--- config.mk ---
export PLATFORM = sky130hd
export DESIGN_NAME = regfile_writeback_flat
export DESIGN_NICKNAME = d
export VERILOG_FILES = /design/src/rtl/regfile_writeback_if.sv /design/src/rtl/regfile_writeback.sv /design/src/flat_wrapper.sv
export SDC_FILE = /design/constraint.sdc
export NUM_CORES = 1
export LEC_CHECK = 0
export CORE_ASPECT_RATIO = 0.8
export CORE_MARGIN = 2
export CORE_UTILIZATION = 40
export CTS_BUF_LIST = sky130_fd_sc_hd__clkbuf_2
export CTS_CLUSTER_DIAMETER = 40
export DETAILED_ROUTE_END_ITERATION = 10
export PLACE_DENSITY = 0.69
export SLEW_MARGIN = 10
export SYNTH_ARGS = -nofsm -noshare
export SYNTH_HDL_FRONTEND = slang
export SYNTH_SLANG_ARGS = --single-unit
--- constraint.sdc ---
create_clock -name clock -period 2.46 [get_ports clock]
set_clock_uncertainty 0.15 [all_clocks]
set_input_delay 0.492 -clock clock [delete_from_list [all_inputs] [get_ports clock]]
set_output_delay 0.492 -clock clock [all_outputs]
set_load 0.01 [all_outputs]
--- src/rtl/regfile_writeback_if.sv ---
// Write-back bus: the three result producers on one side and the register-file write port on the other.
// The sequencer uses the slave modport. The producers, or a bench, use the master modport.
interface regfile_writeback_if #(
    parameter int DW = 32
);
    logic          exc_valid;
    logic [DW-1:0] exc_data;
    logic          alu_valid;
    logic [4:0]    alu_rc;
    logic [DW-1:0] alu_data;
    logic          mem_valid;
    logic          mem_ready;
    logic [4:0]    mem_rc;
    logic [DW-1:0] mem_data;
    logic [DW-1:0] wdata;
    logic [4:0]    rc;
    logic          wasel;
    logic          werf;
    logic [31:0]   pending;
    logic          stall_req;

    modport master (
        output exc_valid, exc_data, alu_valid, alu_rc, alu_data,
        output mem_valid, mem_rc, mem_data,
        input  mem_ready, wdata, rc, wasel, werf, pending, stall_req
    );

    modport slave (
        input  exc_valid, exc_data, alu_valid, alu_rc, alu_data,
        input  mem_valid, mem_rc, mem_data,
        output mem_ready, wdata, rc, wasel, werf, pending, stall_req
    );
endinterface

--- src/rtl/regfile_writeback.sv ---
// Register-file write sequencer. Arbitration order is exception, then ALU, then the buffered load-return head.
// It drives a registered write port and publishes a pending-write scoreboard and a starvation stall request.
module regfile_writeback #(
    parameter int DW           = 32,
    parameter int DEPTH        = 2,
    parameter int STARVE_LIMIT = 4
) (
    input logic              clock,
    input logic              reset_n,
    regfile_writeback_if.slave bus
);
    localparam int PW = (DEPTH > 1) ? $clog2(DEPTH) : 1;
    localparam int CW = PW + 1;
    localparam int SW = $clog2(STARVE_LIMIT + 1);

    logic [PW-1:0]    rd_ptr;
    logic [PW-1:0]    wr_ptr;
    logic [CW-1:0]    count;
    logic [DEPTH-1:0] slot_valid;
    logic [4:0]       slot_rc   [DEPTH];
    logic [DW-1:0]    slot_data [DEPTH];
    logic [SW-1:0]    starve_cnt;

    logic [DW-1:0]    wdata_q;
    logic [4:0]       rc_q;
    logic             wasel_q;
    logic             werf_q;

    logic             not_full;
    logic             exc_issue;
    logic             alu_issue;
    logic             fifo_issue;
    logic             push;
    logic [31:0]      pend;

    // R31 ALU results lose arbitration so the FIFO head can use that slot.
    always_comb begin
        not_full   = (count < CW'(DEPTH));
        exc_issue  = bus.exc_valid;
        alu_issue  = !bus.exc_valid && bus.alu_valid && (bus.alu_rc != 5'd31);
        fifo_issue = !bus.exc_valid && !alu_issue && (count != '0);
        push       = bus.mem_valid && not_full && (bus.mem_rc != 5'd31);
    end

    always_ff @(posedge clock or negedge reset_n) begin
        if (!reset_n) begin
            rd_ptr     <= '0;
            wr_ptr     <= '0;
            count      <= '0;
            slot_valid <= '0;
            for (int i = 0; i < DEPTH; i++) begin
                slot_rc[i]   <= '0;
                slot_data[i] <= '0;
            end
        end else begin
            if (fifo_issue) begin
                slot_valid[rd_ptr] <= 1'b0;
                rd_ptr             <= rd_ptr + 1'b1;
            end
            if (push) begin
                slot_valid[wr_ptr] <= 1'b1;
                slot_rc[wr_ptr]    <= bus.mem_rc;
                slot_data[wr_ptr]  <= bus.mem_data;
                wr_ptr             <= wr_ptr + 1'b1;
            end
            if (push && !fifo_issue)
                count <= count + 1'b1;
            else if (!push && fifo_issue)
                count <= count - 1'b1;
        end
    end

    always_ff @(posedge clock or negedge reset_n) begin
        if (!reset_n)
            starve_cnt <= '0;
        else if ((count == '0) || fifo_issue)
            starve_cnt <= '0;
        else if (starve_cnt != SW'(STARVE_LIMIT))
            starve_cnt <= starve_cnt + 1'b1;
    end

    // When nothing issues, only werf drops. The other port fields keep their last values.
    always_ff @(posedge clock or negedge reset_n) begin
        if (!reset_n) begin
            werf_q  <= 1'b0;
            wasel_q <= 1'b0;
            rc_q    <= '0;
            wdata_q <= '0;
        end else if (exc_issue) begin
            werf_q  <= 1'b1;
            wasel_q <= 1'b1;
            rc_q    <= 5'd30;
            wdata_q <= bus.exc_data;
        end else if (alu_issue) begin
            werf_q  <= 1'b1;
            wasel_q <= 1'b0;
            rc_q    <= bus.alu_rc;
            wdata_q <= bus.alu_data;
        end else if (fifo_issue) begin
            werf_q  <= 1'b1;
            wasel_q <= 1'b0;
            rc_q    <= slot_rc[rd_ptr];
            wdata_q <= slot_data[rd_ptr];
        end else begin
            werf_q  <= 1'b0;
        end
    end

    always_comb begin
        pend = '0;
        for (int i = 0; i < DEPTH; i++) begin
            if (slot_valid[i])
                pend[slot_rc[i]] = 1'b1;
        end
        if (werf_q && !wasel_q)
            pend[rc_q] = 1'b1;
        if (werf_q && wasel_q)
            pend[30] = 1'b1;
        pend[31] = 1'b0;
    end

    assign bus.mem_ready = reset_n && not_full;
    assign bus.wdata     = wdata_q;
    assign bus.rc        = rc_q;
    assign bus.wasel     = wasel_q;
    assign bus.werf      = werf_q;
    assign bus.pending   = pend;
    assign bus.stall_req = (starve_cnt == SW'(STARVE_LIMIT));
endmodule

--- src/flat_wrapper.sv ---
// flat-port wrapper written by rule: the top's interface ports become plain ports
module regfile_writeback_flat 
#(
    parameter int DW           = 32,
    parameter int DEPTH        = 2,
    parameter int STARVE_LIMIT = 4
)
  (clock, reset_n, bus_exc_valid, bus_exc_data, bus_alu_valid, bus_alu_rc, bus_alu_data, bus_mem_valid, bus_mem_rc, bus_mem_data, bus_mem_ready, bus_wdata, bus_rc, bus_wasel, bus_werf, bus_pending, bus_stall_req);
  regfile_writeback_if #(.DW(DW)) bus_i ();
  input logic clock;
  input logic reset_n;
  input wire logic [$bits(bus_i.exc_valid)-1:0] bus_exc_valid;
  input wire logic [$bits(bus_i.exc_data)-1:0] bus_exc_data;
  input wire logic [$bits(bus_i.alu_valid)-1:0] bus_alu_valid;
  input wire logic [$bits(bus_i.alu_rc)-1:0] bus_alu_rc;
  input wire logic [$bits(bus_i.alu_data)-1:0] bus_alu_data;
  input wire logic [$bits(bus_i.mem_valid)-1:0] bus_mem_valid;
  input wire logic [$bits(bus_i.mem_rc)-1:0] bus_mem_rc;
  input wire logic [$bits(bus_i.mem_data)-1:0] bus_mem_data;
  output wire logic [$bits(bus_i.mem_ready)-1:0] bus_mem_ready;
  output wire logic [$bits(bus_i.wdata)-1:0] bus_wdata;
  output wire logic [$bits(bus_i.rc)-1:0] bus_rc;
  output wire logic [$bits(bus_i.wasel)-1:0] bus_wasel;
  output wire logic [$bits(bus_i.werf)-1:0] bus_werf;
  output wire logic [$bits(bus_i.pending)-1:0] bus_pending;
  output wire logic [$bits(bus_i.stall_req)-1:0] bus_stall_req;
  assign bus_i.exc_valid = bus_exc_valid;
  assign bus_i.exc_data = bus_exc_data;
  assign bus_i.alu_valid = bus_alu_valid;
  assign bus_i.alu_rc = bus_alu_rc;
  assign bus_i.alu_data = bus_alu_data;
  assign bus_i.mem_valid = bus_mem_valid;
  assign bus_i.mem_rc = bus_mem_rc;
  assign bus_i.mem_data = bus_mem_data;
  assign bus_mem_ready = bus_i.mem_ready;
  assign bus_wdata = bus_i.wdata;
  assign bus_rc = bus_i.rc;
  assign bus_wasel = bus_i.wasel;
  assign bus_werf = bus_i.werf;
  assign bus_pending = bus_i.pending;
  assign bus_stall_req = bus_i.stall_req;
  regfile_writeback #(.DW(DW), .DEPTH(DEPTH), .STARVE_LIMIT(STARVE_LIMIT)) u_core (.clock(clock), .reset_n(reset_n), .bus(bus_i));
endmodule
# Word level (Yosys, flattened, before mapping)
# Index checks and enable logic that the tools add are counted.
[word_totals]
reg_bits = 122
out_inout_bits = 73
elab_cells = 115
[classes]
n_addsub = 5
order_cmp = 14
eq_ne = 4
mux = 44
n_bitwise = 7
n_reduce_logical = 28
[op_table]
columns = ["op", "n"]
rows = [
  ["32-bit two-way mux", 7],
  ["31-bit two-way mux", 3],
  ["64-bit bitwise mux", 1],
  ["31-bit OR", 2],
  ["5-bit two-way mux", 7],
  ["32-bit demux with 1-bit select", 1],
  ["5-bit by 6-bit less-than comparator with 1-bit output, second input constant", 3],
  ["1-bit logical AND", 17],
  ["1-bit demux with 5-bit select", 3],
  ["5-bit by 1-bit >= comparator with 1-bit output, second input constant", 3],
  ["1-bit two-way mux", 12],
  ["10-bit bitwise mux", 1],
  ["5-bit != test, second input constant", 2],
  ["2-bit two-way mux", 4],
  ["3-bit two-way mux", 2],
  ["2-bit nonzero test", 3],
  ["5-bit demux with 1-bit select", 1],
  ["1-bit zero test", 5],
  ["2-bit >= comparator, second input constant", 2],
  ["1-bit by 2-bit less-than comparator with 1-bit output, second input constant", 2],
  ["1-bit inverter with 2-bit output", 2],
  ["3-bit by 1-bit adder with 3-bit output, second input constant", 1],
  ["3-bit == test, second input constant", 1],
  ["3-bit != test, second input constant", 1],
  ["other kinds (13)", 16],
]

# Longest topological paths before layout
[logic_depth]
ltp_word = 10
ltp_mapped = 8
mapped_depth_nobuf = 7

# Least setup slack after synthesis
# No wires, ideal clock.
[synth_path]
kind = "input port to flip-flop"
startpoint = "input port bus_alu_rc[4]"
endpoint = "register u_core.count[1]"
arrival_time_ps = 1920
required_ps = 2231
path_slack_ps = 311
cell_stages = 7
cell_sequence = "nand3_1 > o21a_1 > clkbuf_1 > or3_1 > ha_1 > nor2_1 > xor2_1"
[synth_between]
elab_chain_len = 8
word_cells_on_any_way = 10
cone_classes = "eq/ne: 1; mux: 1; reduce/logical: 8"
[synth_rtl]
columns = ["element", "line_no", "text"]
rows = [
  ["from (decl)", "flat_wrapper.sv:15", "input wire logic [$bits(bus_i.alu_rc)-1:0] bus_alu_rc;"],
  ["5-bit != test *", "regfile_writeback.sv:40", "alu_issue = !bus.exc_valid && bus.alu_valid && (bus.alu_rc != 5'd31);"],
  ["1-bit logical AND *", "regfile_writeback.sv:40", ""],
  ["1-bit zero test *", "regfile_writeback.sv:41", "fifo_issue = !bus.exc_valid && !alu_issue && (count != '0);"],
  ["1-bit logical AND * (2 in a row)", "regfile_writeback.sv:41", ""],
  ["1-bit zero test", "regfile_writeback.sv:66", "if (push && !fifo_issue)"],
  ["1-bit logical AND", "regfile_writeback.sv:66", ""],
  ["2-bit two-way mux / 2-bit nonzero test (equally long branches)", "-", ""],
  ["to (signal assigned)", "regfile_writeback.sv:67", "count <= count + 1'b1;"],
  ["to (signal assigned)", "regfile_writeback.sv:69", "count <= count - 1'b1;"],
  ["to (decl)", "regfile_writeback.sv:18", "logic [CW-1:0] count;"],
]
# Every way passes the cells marked *; elsewhere a longest branch is shown, timed or not.
# A chain may end at the register's enable or synchronous reset.

# Worst setup path after layout
[layout_path]
startpoint = "register u_core.slot_rc[5] (netlist bit)"
endpoint = "output port bus_pending[30]"
[layout_between]
elab_chain_len = 10
word_cells_on_any_way = 11
cone_classes = "order compare: 2; mux: 6; bitwise: 2; reduce/logical: 1"
[layout_rtl]
columns = ["element", "line_no", "text"]
rows = [
  ["from (decl)", "regfile_writeback.sv:20", "logic [4:0] slot_rc [DEPTH];"],
  ["from (signal, indexed assignment)", "regfile_writeback.sv:62", "slot_rc[wr_ptr] <= bus.mem_rc;"],
  ["5-bit by 6-bit less-than comparator with 1-bit output (implied by the code) / 5-bit by 1-bit >= comparator with 1-bit output (equally long branches)", "regfile_writeback.sv:113", "pend[slot_rc[i]] = 1'b1;"],
  ["1-bit logical AND (implied by the code)", "regfile_writeback.sv:113", ""],
  ["1-bit two-way mux (implied by the code)", "regfile_writeback.sv:113", ""],
  ["1-bit demux with 5-bit select *", "-", ""],
  ["31-bit two-way mux *", "regfile_writeback.sv:112", "if (slot_valid[i])"],
  ["31-bit OR (no line)", "-", ""],
  ["31-bit two-way mux *", "regfile_writeback.sv:112", ""],
  ["31-bit OR (no line)", "-", ""],
  ["31-bit two-way mux *", "regfile_writeback.sv:115", "if (werf_q && !wasel_q)"],
  ["1-bit two-way mux *", "regfile_writeback.sv:117", "if (werf_q && wasel_q)"],
  ["to (decl)", "flat_wrapper.sv:25", "output wire logic [$bits(bus_i.pending)-1:0] bus_pending;"],
]
# Marked as above.

==> reports/qor.yml <==
fin_ws_ns: -0.2368
grt_pass1_vias: 5853
synth_seq_cells: 122
grt_pass1_wl_um: 32040
use_met1_pct: 33.41
status: "finished, violations left"
synth_cell_types: 50
start_kind: "flop"
p_leak_uw: 0.004249
track_usage_pct: 23.41
overflow: 0
rsz0062_at_grt: "true"
peakVddDrop_mv: 0.4982
synth_top_area_share_pct: 46.61
wirelength_um: 20440
crit_path_end_kind: "output port"
die_h_um: 118.5
ys_seq_area_share_pct: 46.61
drc_errors: 0
syn_nets: 659
hold_violations: 0
critical_path.max_fanout: 8
via_per_inst: 5.426
cts_tree: "built"
fin_area_um2: 9721
grt_antenna_before_repair: 0
violations: "setup timing"
slew_headroom_pct: 49.62
synth.most_common_cell: "dfrtp_1"
place_area_um2: 8912
final_nets: 915
core-area_um2: 15900
hold_path.class: "in2reg"
path_class: "reg2out"
path_clk_slew_ns: 0.17
rrSetupSlack_ns: 0.08
finalSetupViolations: 31
synth_edf_count: 0
place.gp.congestion: 0.9903
ys_warn_count: 0
crit_arrival_ns: 2.05
drtAntennaViolNets: 0
insertion_delay_ns: 0.66
busiest_layer: "met2"
dieArea_um2: 17420
worstHoldStart: "bus_exc_valid"
netlist_instances: 545
htreeDepth: 4
yosysTopAreaCell: "dfrtp_1"
synth_async_sr_flop_share_pct: 100.0
cap_violations: 0
clock-sinks: 122
grtUsageMet2_pct: 35.05
met3_usage_pct: 5.792
fmax_ghz: 0.3708
rows: 41
cts_buffer_depth: 2
grt_max_degree: 123
netlist_top_cells_count: "dfrtp_1, mux2_2, nand2_1, mux2_4, mux2i_1"
layout_worst_path_cycle_share_pct: 109.6
num_antenna_cells: 0
drive_gt1_share_pct: 42.26
area_growth_pct: 48.40
portBuffers: 182
vias: 5583
r2r_start: "u_core.count[1]"
crit_required_ns: 1.82
synth_area_leaders: "dfrtp_1, mux2_2, mux2_4"
startpoint: "u_core.slot_rc[5]"
ctsRootBufferMaster: "clkbuf_2"
initial_core_util_pct: 41.19
design_power_total_uw: 10400
avgRoutedWirePerCell_um: 19.87
die_x_um: 147.1
synth_ff_type: "dfrtp_1"
layout_min_cycle_time_ns: 2.697
slew_viol_final: 0
initialDrtViolationCount: 340
dr.pass1.iters: 5
io_pins: 184
netlist_area_um2: 6550
avgSynthCellArea_um2: 12.02
p_per_area_nw_per_um2: 1070
worst_slew_pin_slew_ns: 0.7366
dp_hpwl_um: 13870
cts-buffers-inserted: 17
-- sequential cells by signal, summed over array words and instances, names as in the netlist, 2 cells and up --
register           flops
u_core.slot_data      64
u_core.starve_cnt      3
u_core.slot_valid      2
u_core.count           2
u_core.bus.wdata      32
u_core.slot_rc        10
u_core.bus.rc          5
-- layout make-up --
cell class / instances / area, um2
Clock buffer: 20 / 100.1
Clock inverter: 12 / 106.4
Fill cell: 1267 / 6182
Inverter: 6 / 22.52
Multi-Input combinational cell: 374 / 3538
Sequential cell: 122 / 3070
Tap cell: 215 / 269.0
Timing Repair Buffer: 280 / 2614
-- what timing repair did --
action                                  4_1_cts  5_1_grt
endpoints found under the setup margin       37       37
endpoints found under the hold margin       122        0
cloned                                        0        0
setup buffers                                37        6
resized for setup                           218       26
hold buffers                                  1        0
pin swaps                                    34       21
-- path summary, 6_finish.rpt --
kind | endpoint | cells past startpoint
max in group asynchronous | u_core.bus.rc[1] | 3
worst max register to register | u_core.bus.wdata[0] | 7
worst min-delay path | u_core.bus.wasel | 3
min in group asynchronous | u_core.starve_cnt[0] | 3
worst min register to register | u_core.slot_data[1] | 1
worst max-delay path | bus_pending[30] | 7
-- power breakdown --
group	internal [uW]	switching, uW
Clock	453	743
Combinational	3230	2380
Sequential	2890	701
Total	6580	3830
-- metrics by stage --
step                      hold slack [ns]  setup slack, ns  TNS [ns]  util, %  instances
after floorplan                   0.04641           0.3107         0        -        545
after global placement             0.3309          -0.2728    -3.133    56.04        958
after detailed placement           0.3386          -0.2000    -6.369    56.04        958
after CTS                          0.1280          -0.2717    -6.797    60.33       1026
after global routing               0.1270          -0.3771    -9.646    61.13       1029
final                              0.2033          -0.2368    -5.057    61.13       1029
-- kinds of logic after synthesis --
| kind of cell | count (synthesis) | share of synthesized area, % |
|---|---|---|
| muxes | 142 | 25.90 |
| DFF | 122 | 46.61 |
| AOI/OAI and AO/OA | 116 | 12.97 |
| and+or+nand+nor | 106 | 8.539 |
| buffers and inverters | 49 | 4.546 |
| xor gates and xnor gates | 6 | 0.8024 |
| adders and majority gates | 3 | 0.5731 |
| other | 1 | 0.05725 |
-- cell usage in the layout, fill, tap and decap left out, drive strengths merged, types with 3 or more instances in the layout --
cell and count:
mux2 106, nor2 14, o221ai 30, dfrtp 122, clkdlybuf4s50 142, buf 130
nor3 4, clkinv 9, nand4 4, nor3b 5, inv 6, xor2 3
clkbuf 21, mux2i 36, nand2 44, or3b 5, nand3 5, or3 3
o21ai 35, xnor2 3, dlygate4sd2 3, nand3b 10, a22oi 32, ha 3
nor2b 3
-- layer usage --
layer  vias up  share of wire [%]
met5         -                  0
met4         0                2.0
met2       230                 45
met3        38                7.1
met1      2759                 46
li1       2556                  -
-- critical path, stage by stage, from the launching register on --
cell and delay, ns:
dfrtp_1 0.47, buf_6 0.14, nand3b_1 0.18, buf_6 0.18
o22ai_4 0.15, a21oi_2 0.05, nand2_1 0.09, buf_2 0.13
(Power assumes the default switching activity.)
